==> src/rtl/icache_refill_pkg.sv <==
// Shared types and widths for the instruction cache refill block.
// Address bus width, byte counter width and refill FSM states.
package icache_refill_pkg;

    localparam int INST_ADDR_W = 32;
    localparam int BYTE_CNT_W  = 2;
    localparam int WORD_BYTES  = 4;

    typedef enum logic [2:0] {
        S_IDLE,
        S_WAITG,
        S_ISSUE,
        S_DRAIN,
        S_WB
    } state_e;

endpackage

==> src/rtl/icache_refill.sv <==
// Instruction cache miss handler: fetches a 4-byte word from the
// byte-wide memory, writes it into the icache and returns it to IF.
module icache_refill
    import icache_refill_pkg::*;
#(
    parameter int ADDR_W = INST_ADDR_W
) (
    input  logic              clk,
    input  logic              rst,
    input  logic              req_i,
    input  logic [ADDR_W-1:0] addr_i,
    input  logic              hit_i,
    input  logic              flush_i,
    output logic              mem_req_o,
    input  logic              mem_grant_i,
    output logic [ADDR_W-1:0] mem_a_o,
    input  logic [7:0]        mem_din_i,
    output logic              we_o,
    output logic [ADDR_W-1:0] waddr_o,
    output logic [31:0]       winst_o,
    output logic              inst_valid_o,
    output logic [31:0]       inst_o,
    output logic              busy_o
);

    state_e                      state_q;
    logic [ADDR_W-1:0]           base_q;
    logic [BYTE_CNT_W-1:0]       cnt_q;
    logic [WORD_BYTES-1:0][7:0]  bytes_q;
    logic                        killed_q;

    logic                        in_req;
    logic                        in_wb;
    logic [ADDR_W-1:0]           base_d;

    // Word-aligned base of the missing fetch address.
    assign base_d = addr_i & ~ADDR_W'(3);

    // Output decodes of the registered state.
    assign in_req = (state_q == S_WAITG) || (state_q == S_ISSUE);
    assign in_wb  = (state_q == S_WB);

    assign mem_req_o    = in_req;
    // Byte offset only ever lands in bits [1:0]: no carry upward.
    assign mem_a_o      = in_req ? (base_q | ADDR_W'(cnt_q)) : '0;
    assign we_o         = in_wb;
    assign waddr_o      = in_wb ? base_q : '0;
    assign winst_o      = in_wb ? bytes_q : '0;
    assign inst_o       = in_wb ? bytes_q : '0;
    assign inst_valid_o = in_wb & ~killed_q & ~flush_i;
    assign busy_o       = (state_q != S_IDLE);

    // Refill FSM: request burst, byte capture and write-back.
    always_ff @(posedge clk) begin
        if (rst) begin
            state_q  <= S_IDLE;
            base_q   <= '0;
            cnt_q    <= '0;
            bytes_q  <= '0;
            killed_q <= 1'b0;
        end else begin
            unique case (state_q)
                S_IDLE: begin
                    cnt_q <= '0;
                    if (req_i && !hit_i && !flush_i) begin
                        base_q   <= base_d;
                        killed_q <= 1'b0;
                        state_q  <= S_WAITG;
                    end
                end
                S_WAITG: begin
                    if (flush_i) begin
                        state_q <= S_IDLE;
                    end else if (mem_grant_i) begin
                        cnt_q   <= BYTE_CNT_W'(1);
                        state_q <= S_ISSUE;
                    end
                end
                S_ISSUE: begin
                    // Data of the previously accepted address arrives now.
                    bytes_q[cnt_q - 2'd1] <= mem_din_i;
                    if (flush_i) begin
                        killed_q <= 1'b1;
                    end
                    if (cnt_q == 2'd3) begin
                        state_q <= S_DRAIN;
                    end else begin
                        cnt_q <= cnt_q + 2'd1;
                    end
                end
                S_DRAIN: begin
                    bytes_q[3] <= mem_din_i;
                    if (flush_i) begin
                        killed_q <= 1'b1;
                    end
                    state_q <= S_WB;
                end
                S_WB: begin
                    cnt_q   <= '0;
                    state_q <= S_IDLE;
                end
                default: begin
                    state_q <= S_IDLE;
                end
            endcase
        end
    end

endmodule

==> config.mk <==
export PLATFORM = sky130hd
export DESIGN_NAME = icache_refill
export DESIGN_NICKNAME = d
export VERILOG_FILES = /design/src/rtl/icache_refill_pkg.sv /design/src/rtl/icache_refill.sv
export SDC_FILE = /design/constraint.sdc
export NUM_CORES = 1
export LEC_CHECK = 0
export BUFFER_PORTS_ARGS = -buffer_cell sky130_fd_sc_hd__buf_2
export CAP_MARGIN = 0
export CORE_MARGIN = 2
export CORE_UTILIZATION = 50
export CTS_CLUSTER_DIAMETER = 30
export DETAILED_ROUTE_END_ITERATION = 12
export PLACE_DENSITY_LB_ADDON = 0.05
export SLEW_MARGIN = 20
export SYNTH_ARGS = -nofsm -noshare
export SYNTH_HDL_FRONTEND = slang
export SYNTH_SLANG_ARGS = --single-unit
==> constraint.sdc <==
create_clock -name clk -period 2.25 [get_ports clk]
set_input_delay 0.225 -clock clk [delete_from_list [all_inputs] [get_ports clk]]
set_output_delay 0.225 -clock clk [all_outputs]
set_load 0.01 [all_outputs]
Yosys cells after proc, flatten, opt, wreduce, memory -nomap -nowiden --
Index checks and enable logic that the tools add are counted.
Storage, ports and cells: flip-flop bits (word level) 68
Cells by class: add/subtract/negate cells 2, $lt $le $gt $ge 2, eq/ne operators 12, multiplexer cells 19, bitwise operators 5, reductions and logical operators 17
Operators with widths (number):
- two-way mux 32 bit | 3
- bitwise mux 32 bit | 1
- OR 32 x 2 -> 32 bit | 1
- demux 8 bit (select 2 bit) | 1
- case mux 8 bit (2 select lines) | 1
- two-way mux 3 bit | 4
- case mux 3 bit (4 select lines) | 1
- two-way mux 8 bit | 1
- inequality test 2 bit, second input constant | 4
- equality test 3 x 2 -> 1 bit, second input constant | 2
- two-way mux 2 bit | 3
- case mux 2 bit (3 select lines) | 1
- AND reduction 3 bit | 2
- nonzero test 3 bit | 2
- inequality test 2 x 1 -> 1 bit, second input constant | 2
- AND reduction 4 bit | 1
- nonzero test 2 bit | 2
- OR reduction 2 bit | 2
- equality test 3 x 1 -> 1 bit, second input constant | 1
- equality test 3 bit, second input constant | 1
- logical AND 1 bit | 3
- logical NOT 3 bit | 1
- < comparator 2 x 3 -> 1 bit, second input constant | 1
- inequality test 3 bit, second input constant | 1
- 11 further kinds | 15

Longest topological paths before layout --
Gate-level depths: netlist of the first run.
depth in word-level cells 7, depth in mapped cells 6, gate-level depth less buffers 5

Worst setup path before layout of the first run --
No wires, ideal clock.
path kind flip-flop to output port, start point reg state_q[1], end point out winst_o[0], arrival 1.295 ns, setup slack 0.730 ns, cell stages (with the launch flop) 6, buffers on the path 3, path through dfxtp_1 -> buf_2 -> nor2_2 -> clkbuf_1 -> and3_1 -> buf_4
Between the ends: longest elaborated chain between the ends 2
Ends and longest elaborated chain:
- from (decl) | RTL line icache_refill.sv:26 | state_e state_q;
- from (signal assigned) | RTL line icache_refill.sv:56 | state_q <= S_IDLE;
- from (signal assigned) | RTL line icache_refill.sv:68 | state_q <= S_WAITG;
- from (signal assigned) | RTL line icache_refill.sv:73 | state_q <= S_IDLE;
- equality test 3 bit | RTL line icache_refill.sv:41 | assign in_wb = (state_q == S_WB);
- two-way mux 32 bit
- to (decl) | RTL line icache_refill.sv:20 | output logic [31:0] winst_o,
No other way between the ends.

Worst setup path in the final report of the first run --
start point reg state_q[2], end point out winst_o[4]
Between the ends: longest elaborated chain between the ends 2
Ends and longest elaborated chain:
- equality test 3 bit | RTL line icache_refill.sv:41
- two-way mux 32 bit | RTL line icache_refill.sv:48 | assign winst_o = in_wb ? bytes_q : '0;
No other way between the ends.

==> impl_metrics.csv, run 1 <==
group,metric,value,unit
run_status,status,"completed",
route,wirelength,8880,µm
layout,syn2layout_area_growth,22.4,%
grt,gr-total-overflow,0,
setup_path,worst_ep_arrival_time,1.90,ns
place,place_ws,0.482,ns
clocking,root_buffer,"clkbuf_8",
clocking,htreeDepth,3,
sta,drv_slew,0,
place,globalplace.congestion,0.798,
setup_path,required,2.03,ns
power,ir_drop,0.000333,V
clocking,post_cts_resized,0,
setup_path,end_kind,"primary output",
power,leakage,2.44,nW
floorplan,start_util,0.512,
worst_hold_path,hold_path_class,"in2reg",
floorplan,dieArea,8090,µm²
logic_synthesis,netlist_instances,438,
route,drtIter0Drc,112,
grt,grt_pass1_wl,14400,µm
sta,clock_skew,0.00525,ns
worst_hold_path,min_path_cells,3,
clocking,tritoncts.num_buffers,9,
route,antenna_left,0,
clocking,cts.sinks,68,
sta,max_freq,470,MHz
logic_synthesis,async_flop_share,0,
clocking,cts_max_path_buffers,2,
floorplan,die_y,90.0,µm
job,max-cap-violations,0,
sta,rsz0062_at_grt,"no",
logic_synthesis,synth_edf_count,0,
route,dr_total_vias,3303,
layout,final_area,4520,µm²
logic_synthesis,syn_area_per_cell,8.43,µm²
setup_path,crit_fanout,40,
grt,grt_max_degree,41,
clocking,clk_latency,0.32,ns
floorplan,core-area,7210,µm²
logic_synthesis,ys_seq_area_frac,0.369,
logic_synthesis,netlist_area,3690,µm²
floorplan,die_w,90.0,µm
floorplan,row_count,31,
floorplan,boundaryPins,178,
setup_path,critPathKind,"reg2out",
power,power_density,531,nW/µm²
clocking,cts_setup_buffers,0,
setup_path,cpPeakStageDelay,0.72,ns
sta,tightest_slew,0.603,ns
sta,setup_viol,0,
sta,fin_ws,0.124,ns
sta,period_minus_slack,2.13,ns
route,viasPerCell,4.97,
place,portBuffers,173,
logic_synthesis,yosysUniqueCellTypes,37,
logic_synthesis,synthFlopType,"dfxtp_1",
sta,finalCritPeriodShare,0.945,
clocking,cts.clk_slew.worst_paths,0.07,ns
sta,relSlewSlack,0.598,
layout,drive_above_1_share,0.363,
logic_synthesis,synth_warnings,0,
grt,groute.usage.overall,0.216,
clocking,postCtsHoldBufs,0,
setup_path,ff2ff_path_depth,3,
place,detailed_place.area,4350,µm²
route,drtPass1Iterations,4,
clocking,tritoncts,"built",
setup_path,worst_setup_path_start_kind,"register",
logic_synthesis,synth-seq-cells,68,
setup_path,cp_slowest_cell,"dfxtp_2",
route,drc,0,
sta,hold_violations,0,
setup_path,critical_path.cell_chain,"buf_4 > and3_1 > buf_2",
grt,antenna_found_initial,0,
route,wl_per_cell,13.4,µm
grt,first_global_vias,3041,
place,place.detailed.hpwl,6310,µm
layout,antenna_cells,0,
sta,setup_tns,0,ns
layout,nets,612,
-- final timing paths --
path                           start                        to  slack (ns)
max          state_q[2]$_SDFFE_PP0P_                winst_o[4]        0.12
min                       addr_i[30]   base_q[30]$_SDFFE_PP0P_        0.14
max reg2reg  state_q[1]$_SDFFE_PP0P_  bytes_q[10]$_SDFFE_PP0P_        0.57
min reg2reg  base_q[14]$_SDFFE_PP0P_   base_q[14]$_SDFFE_PP0P_        0.47
-- worst max-delay path: cells and delay by family (launching register included) --
| family | cells | cell delay, ns |
|---|---|---|
| buf+inv | 2 | 0.57 |
| simple gates | 1 | 0.28 |
| flops | 1 | 0.72 |
-- sequential cells by signal, summed over array words and instances (netlist names) --
| register | count |
|---|---|
| bytes_q | 32 |
| state_q | 3 |
| cnt_q | 2 |
| base_q | 30 |
| killed_q | 1 |
-- Yosys cell counts (2+ instances only) --
cell / instances / share of area
nor3_1: 4 / 0.0054
buf_2: 7 / 0.0095
ha_1: 4 / 0.014
clkbuf_1: 25 / 0.025
dfxtp_1: 68 / 0.37
nor2b_1: 2 / 0.0034
or2_2: 2 / 0.0034
nand4_1: 2 / 0.0034
mux2i_1: 54 / 0.15
buf_12: 3 / 0.016
nor4bb_1: 2 / 0.0054
and2_1: 31 / 0.053
nor3b_1: 2 / 0.0041
nand2_1: 60 / 0.061
a21oi_1: 10 / 0.014
nor2_1: 28 / 0.028
inv_1: 2 / 0.0020
o21ai_0: 8 / 0.011
buf_4: 36 / 0.073
and3_1: 63 / 0.11
nand3_1: 9 / 0.012
-- layer usage --
layer  up-vias  GRT usage  wire [µm]
met5         -          0          0
met2       125      0.381       4290
met3         6     0.0503        619
met1      1487      0.261       3900
li1       1685          -          -
met4         0     0.0679         62
-- layout by cell type (no fill, tap or decap), types with 2 or more instances in the layout --
cell type    n
clkbuf_8     9
nand4_1      2
nand3_1      9
or2_2        2
buf_12       2
buf_2      173
nor3b_1      2
o21ai_0      8
mux2i_1     54
nor4bb_2     2
conb_1       2
nor2_1      28
dfxtp_1     67
buf_4        9
and2_1      31
clkinv_2     2
a21oi_1     10
nor2b_1      2
inv_1        2
nor3_1       4
clkbuf_1     2
ha_1         4
nand2_1     60
and3_1      63
-- report_power, final --
part	leakage [nW]	switching, W	internal [W]
sequential	0.550	0.0000204	0.00123
combinational	1.80	0.000145	0.0000941
clock	0.0890	0.000413	0.000497
total	2.44	0.000579	0.00182
-- final cells by class --
cell class | count | area, µm²
clock buffer | 11 | 131
clock inverter | 3 | 40.0
fill | 704 | 2700
inverter | 3 | 11.3
multi-input combinational | 296 | 1880
sequential | 68 | 1360
tap | 99 | 124
timing repair buffer | 184 | 973
-- metrics by stage --
| step | total power (W) | instances | util | hold slack, ns |
|---|---|---|---|---|
| finish | 0.00240 | 664 | 0.626 | 0.139 |
| global route | 0.00250 | 664 | 0.626 | 0.131 |
| CTS | 0.00242 | 664 | 0.626 | 0.126 |
| detailed placement | 0.00152 | 650 | 0.603 | 0.457 |
| global placement | 0.00151 | 650 | 0.603 | 0.448 |
| floorplan | 0.00143 | 439 | - | 0.367 |
-- kinds of logic (layout without fill, tap and decap cells) --
| group | after synthesis | after routing | synth area share |
|---|---|---|---|
| simple gates | 212 | 212 | 0.303 |
| xor+xnor | 1 | 1 | 0.00237 |
| other cells | 1 | 2 | 0.00102 |
| compound gates | 23 | 23 | 0.0352 |
| flops | 68 | 68 | 0.369 |
| fa+ha+maj | 4 | 4 | 0.0136 |
| mux | 54 | 54 | 0.146 |
| buf+inv | 75 | 201 | 0.130 |
(Power assumes the default switching activity.)
==> run 2: changes to the inputs <==
- CORE_UTILIZATION: 50 -> 47
- GPL_TIMING_DRIVEN: unset -> 0
- clock period: 2.25 -> 2.3 ns (I/O delays scaled with it)
==> impl_metrics.csv, run 2 (synthesis results as in run 1) <==
group,metric,value,unit
floorplan,boundaryPins,178,
grt,grt_pass1_wl,15600,µm
route,wirelength,9950,µm
clocking,clk_latency,0.34,ns
clocking,root_buffer,"clkbuf_8",
setup_path,critPathTopFamily,"buffers and inverters",
setup_path,crit_top_cell,"buf_2",
layout,drive_above_1_share,0.396,
setup_path,cpPeakStageDelay,0.38,ns
grt,grt_max_degree,13,
sta,setup_tns,0,ns
power,clock_power_share,0.423,
setup_path,end_kind,"primary output",
layout,finalNonFillerCells,729,
layout,regMostFlops,"bytes_q",
worst_hold_path,hold_path_class,"in2reg",
route,dr_total_vias,3540,
route,drtPass1Iterations,4,
setup_path,crit_fanout,10,
grt,first_global_vias,3213,
sta,rsz0062_at_grt,"no",
setup_path,worst_ep_arrival_time,1.91,ns
place,portBuffers,172,
clocking,postCtsHoldBufs,0,
setup_path,worst-path-buf-inv,5,
place,globalplace.congestion,0.774,
route,wl_met3,777,µm
floorplan,die_y,92.7,µm
layout,largest_registers,"bytes_q (32), base_q (30), state_q (3)",
floorplan,start_util,0.480,
power,ir_drop,0.000312,V
power,power_frac_seq,0.475,
worst_hold_path,min_from,"addr_i[16]",
grt,groute.usage.overall,0.231,
power,leakage,2.71,nW
clocking,cts.clk_slew.worst_paths,0.08,ns
power,power_density,522,nW/µm²
sta,fin_ws,0.159,ns
worst_hold_path,hold_end,"base_q[16]$_SDFFE_PP0P_",
route,met1Wirelength,4390,µm
place,place.detailed.hpwl,7440,µm
place,place_ws,0.269,ns
setup_path,r2r_start,"cnt_q[1]$_SDFFE_PP0P_",
route,viasPerCell,4.86,
floorplan,row_count,32,
sta,finalCritPeriodShare,0.931,
sta,drv_slew,0,
clocking,cts_max_path_buffers,2,
sta,whs,0.123,ns
layout,fin_util,0.639,
route,antenna_left,0,
sta,hold_violations,0,
clocking,htreeDepth,3,
power,switching_power,0.000657,W
layout,syn2layout_area_growth,33.1,%
sta,clock_skew,0.0113,ns
sta,relSlewSlack,0.644,
layout,layout_commonest_cell,"buf_2",
power,internal_power,0.00191,W
setup_path,critical_path.cell_chain,"buf_2 > buf_2 > clkbuf_2 > and3_1 > buf_4 > buf_2",
layout,nets,672,
grt,antenna_found_initial,0,
clocking,cts_setup_buffers,0,
job,max-cap-violations,0,
layout,antenna_cells,0,
floorplan,die_w,92.7,µm
layout,fillers,725,
sta,max_freq,467,MHz
layout,largest_reg_flops,32,
setup_path,worst_setup_path_start_kind,"register",
route,drtIter0Drc,79,
sta,period_minus_slack,2.14,ns
setup_path,cp_slowest_cell,"dfxtp_1",
sta,tightest_slew,0.535,ns
route,wl_met2,4640,µm
setup_path,required,2.07,ns
sta,setup_viol,0,
setup_path,ff2ff_path_depth,5,
run_status,status,"completed",
floorplan,dieArea,8580,µm²
route,wl_per_cell,13.6,µm
floorplan,core-area,7690,µm²
power,p_comb_frac,0.101,
setup_path,critPathKind,"reg2out",
setup_path,r2r_end,"bytes_q[22]$_SDFFE_PP0P_",
grt,gr-total-overflow,0,
setup_path,reg2reg_slack,0.74,ns
route,drc,0,
clocking,tritoncts,"built",
clocking,cts.sinks,68,
power,p_sw_frac,0.256,
worst_hold_path,min_path_cells,3,
route,top_layer,"met4",
layout,final_cell_mix,"buf_2, dfxtp_1, and3_1",
clocking,tritoncts.num_buffers,9,
place,place_inst,713,
==> run 2: cell count changes in the layout (fill, tap and decap cells not counted), sizes merged <==
cell and delta:
buf +35, clkbuf +23, clkinv +2, bufinv +1
clkinvlp +1
==> run 2: area by class of cell <==
class,count,area (µm²),area share
Sequential cell,68,1360,0.277
Multi-Input combinational cell,296,1860,0.378
Tap cell,102,128,0.0260
Timing Repair Buffer,172,861,0.175
Clock inverter,7,91.3,0.0186
Inverter,3,11.3,0.00229
Buffer,72,479,0.0975
Clock buffer,9,124,0.0252
==> run 2: worst reg2reg max path: stages (launching register included) <==
cell and delay, ns:
dfxtp_1 0.38, ha_1 0.21, nor4bb_1 0.27, buf_2 0.31, mux2i_1 0.24, nor2_1 0.05
==> run 2: what timing repair did <==
| action | 4_1_cts | 5_1_grt |
|---|---|---|
| pin swaps | 0 | 0 |
| endpoints found under the setup margin | 22 | 22 |
| gates resized for setup | 4 | 8 |
| gates cloned | 0 | 0 |
==> run 2: power groups by stage <==
| stage | Combinational [W] | Sequential [W] | Clock [W] |
|---|---|---|---|
| CTS | 0.000260 | 0.00122 | 0.00110 |
| floorplan | 0.000155 | 0.00124 | 0 |
| detailed placement | 0.000257 | 0.00125 | 0 |
| global placement | 0.000253 | 0.00125 | 0 |
| global route | 0.000288 | 0.00122 | 0.00115 |
| finish | 0.000260 | 0.00122 | 0.00109 |
==> run 2: per-stage QoR <==
step	power [W]	area (µm²)
after floorplan	0.00140	3700
after global placement	0.00150	4690
after detailed placement	0.00150	4690
after CTS	0.00258	4910
after global routing	0.00266	4910
final	0.00257	4910
==> run 2: worst max-delay path by stage <==
stage               depth (start not counted)          end                    start  slack [ns]
floorplan                                   5   winst_o[0]  state_q[1]$_SDFFE_PP0P_        0.78
global placement                            6  winst_o[23]  state_q[0]$_SDFFE_PP0P_        0.28
detailed placement                          6  winst_o[23]  state_q[0]$_SDFFE_PP0P_        0.27
CTS                                         6  winst_o[18]  state_q[2]$_SDFFE_PP0P_        0.05
global route                                6  winst_o[17]  state_q[2]$_SDFFE_PP0P_        0.03
finish                                      6  winst_o[17]  state_q[2]$_SDFFE_PP0P_        0.16
==> run 2: routing by layer <==
metal / vias to the layer above / GRT usage
met3: 13 / 0.0513
li1: 1797 / -
met1: 1586 / 0.293
met2: 144 / 0.389
met4: 0 / 0.0809
met5: - / 0
==> run 3: changes to the inputs <==
- RECOVER_POWER: unset -> 25
==> impl_metrics.csv, run 3 (synthesis results as in run 1) <==
group,metric,value,unit
layout,antenna_cells,0,
run_status,status,"completed",
sta,tightest_slew,0.727,ns
layout,finalNonFillerCells,729,
power,clock_power_share,0.427,
power,p_comb_frac,0.097,
route,drc,0,
floorplan,die_w,92.7,µm
clocking,htreeDepth,3,
grt,use_met2,0.389,
route,viasPerCell,4.89,
place,detailed_place.area,4690,µm²
grt,grt_use_met1,0.293,
sta,clock_skew,0.0116,ns
place,globalplace.congestion,0.774,
grt,busiest_layer,"met2",
setup_path,end_kind,"primary output",
power,internal_power,0.00190,W
sta,setup_viol,0,
floorplan,boundaryPins,178,
setup_path,crit_fanout,10,
layout,syn2layout_area_growth,31.1,%
setup_path,crit_path_start,"state_q[2]$_SDFFE_PP0P_",
power,leakage,2.67,nW
route,dr_total_vias,3566,
worst_hold_path,hold_path_class,"in2reg",
place,place.detailed.hpwl,7440,µm
setup_path,r2r_start,"state_q[1]$_SDFFE_PP0P_",
layout,fin_util,0.630,
sta,hold_violations,0,
route,drtPass1Iterations,4,
grt,met3_usage,0.0513,
layout,largest_reg_flops,32,
grt,antenna_found_initial,0,
setup_path,worst_ep_arrival_time,1.92,ns
power,p_sw_frac,0.258,
layout,nets,672,
setup_path,r2r_end,"base_q[8]$_SDFFE_PP0P_",
grt,grt_pass1_wl,15600,µm
sta,period_minus_slack,2.15,ns
setup_path,ff2ff_path_depth,5,
clocking,postCtsHoldBufs,0,
clocking,cts_max_path_buffers,2,
power,power_density,528,nW/µm²
floorplan,core-area,7690,µm²
sta,finalCritPeriodShare,0.934,
setup_path,reg2reg_slack,0.27,ns
clocking,clk_latency,0.35,ns
clocking,cts_setup_buffers,0,
grt,first_global_vias,3213,
clocking,root_buffer,"clkbuf_8",
setup_path,required,2.07,ns
grt,groute.usage.overall,0.231,
grt,grt_max_degree,13,
worst_hold_path,min_path_cells,3,
clocking,cts.clk_slew.worst_paths,0.08,ns
power,switching_power,0.000661,W
layout,regMostFlops,"bytes_q",
route,drtIter0Drc,88,
power,power_frac_seq,0.476,
sta,setup_tns,0,ns
sta,rsz0062_at_grt,"no",
setup_path,worst_setup_path_start_kind,"register",
clocking,cts.sinks,68,
floorplan,dieArea,8580,µm²
power,ir_drop,0.000314,V
layout,final_area,4840,µm²
route,antenna_left,0,
place,place_inst,713,
job,max-cap-violations,0,
floorplan,start_util,0.480,
floorplan,die_y,92.7,µm
setup_path,critPathKind,"reg2out",
clocking,tritoncts.num_buffers,9,
floorplan,row_count,32,
layout,largest_registers,"bytes_q (32), base_q (30), state_q (3)",
layout,drive_above_1_share,0.381,
layout,layout_commonest_cell,"buf_2",
grt,gr-total-overflow,0,
route,wirelength,9990,µm
layout,final_cell_mix,"buf_2, dfxtp_1, and3_1",
route,wl_per_cell,13.7,µm
setup_path,crit_path_end,"winst_o[17]",
place,portBuffers,172,
clocking,tritoncts,"built",
sta,max_freq,466,MHz
sta,drv_slew,0,
sta,relSlewSlack,0.516,
-- run 3: cell count changes in the layout (fill, tap and decap cells not counted) --
cell | previous run | this run
clkbuf_1 | 18 | 26
buf_6 | 1 | 0
or3_1 | 1 | 2
buf_2 | 179 | 177
or3_4 | 1 | 0
buf_12 | 3 | 0
a2111oi_1 | 1 | 0
buf_4 | 36 | 34
a2111oi_0 | 0 | 1
-- run 3: worst min path at each step --
stage,slack [ns],to,startpoint
floorplan,0.37,base_q[10]$_SDFFE_PP0P_,addr_i[10]
global placement,0.45,base_q[13]$_SDFFE_PP0P_,base_q[13]$_SDFFE_PP0P_
detailed placement,0.46,base_q[16]$_SDFFE_PP0P_,base_q[16]$_SDFFE_PP0P_
global route,0.11,base_q[19]$_SDFFE_PP0P_,addr_i[19]
CTS,0.11,base_q[14]$_SDFFE_PP0P_,addr_i[14]
finish,0.12,base_q[16]$_SDFFE_PP0P_,addr_i[16]
-- run 3: worst max-delay path: stages, from the launching register on --
cell	delay, ns
dfxtp_1	0.38
buf_2	0.23
buf_2	0.24
clkbuf_2	0.27
and3_1	0.23
buf_4	0.11
buf_2	0.11
-- run 3: repair_timing --
| action | CTS | global route |
|---|---|---|
| hold endpoints to repair | 0 | 0 |
| setup endpoints to repair | 22 | 22 |
| resized for setup | 4 | 8 |
-- run 3: cell type report --
type / count / area (µm²)
multi-input combinational: 296 / 1850
clock inverter: 7 / 91.3
timing repair buffer: 172 / 860
buffer: 72 / 414
fill: 738 / 2850
tap: 102 / 128
inverter: 3 / 11.3
clock buffer: 9 / 124
sequential: 68 / 1360
-- run 3: metal layers --
metal,wire (µm),share of wire
met1,4460,0.45
met3,719,0.072
met5,0,0
met2,4650,0.47
met4,167,0.017
-- run 3: through the flow --
step | hold WS (ns) | setup WS (ns) | total power (W)
2_1_floorplan | 0.372 | 0.775 | 0.00140
3_3_place_gp | 0.447 | 0.278 | 0.00150
3_5_place_dp | 0.456 | 0.269 | 0.00150
4_1_cts | 0.114 | 0.0549 | 0.00258
5_1_grt | 0.109 | 0.0441 | 0.00265
6_report | 0.117 | 0.153 | 0.00256
-- run 3: power groups by stage --
stage / clock (W) / combinational [W] / sequential (W)
after floorplan: 0 / 0.000155 / 0.00124
after global placement: 0 / 0.000253 / 0.00125
after detailed placement: 0 / 0.000257 / 0.00125
after CTS: 0.00110 / 0.000260 / 0.00122
after global routing: 0.00115 / 0.000276 / 0.00122
final: 0.00109 / 0.000248 / 0.00122
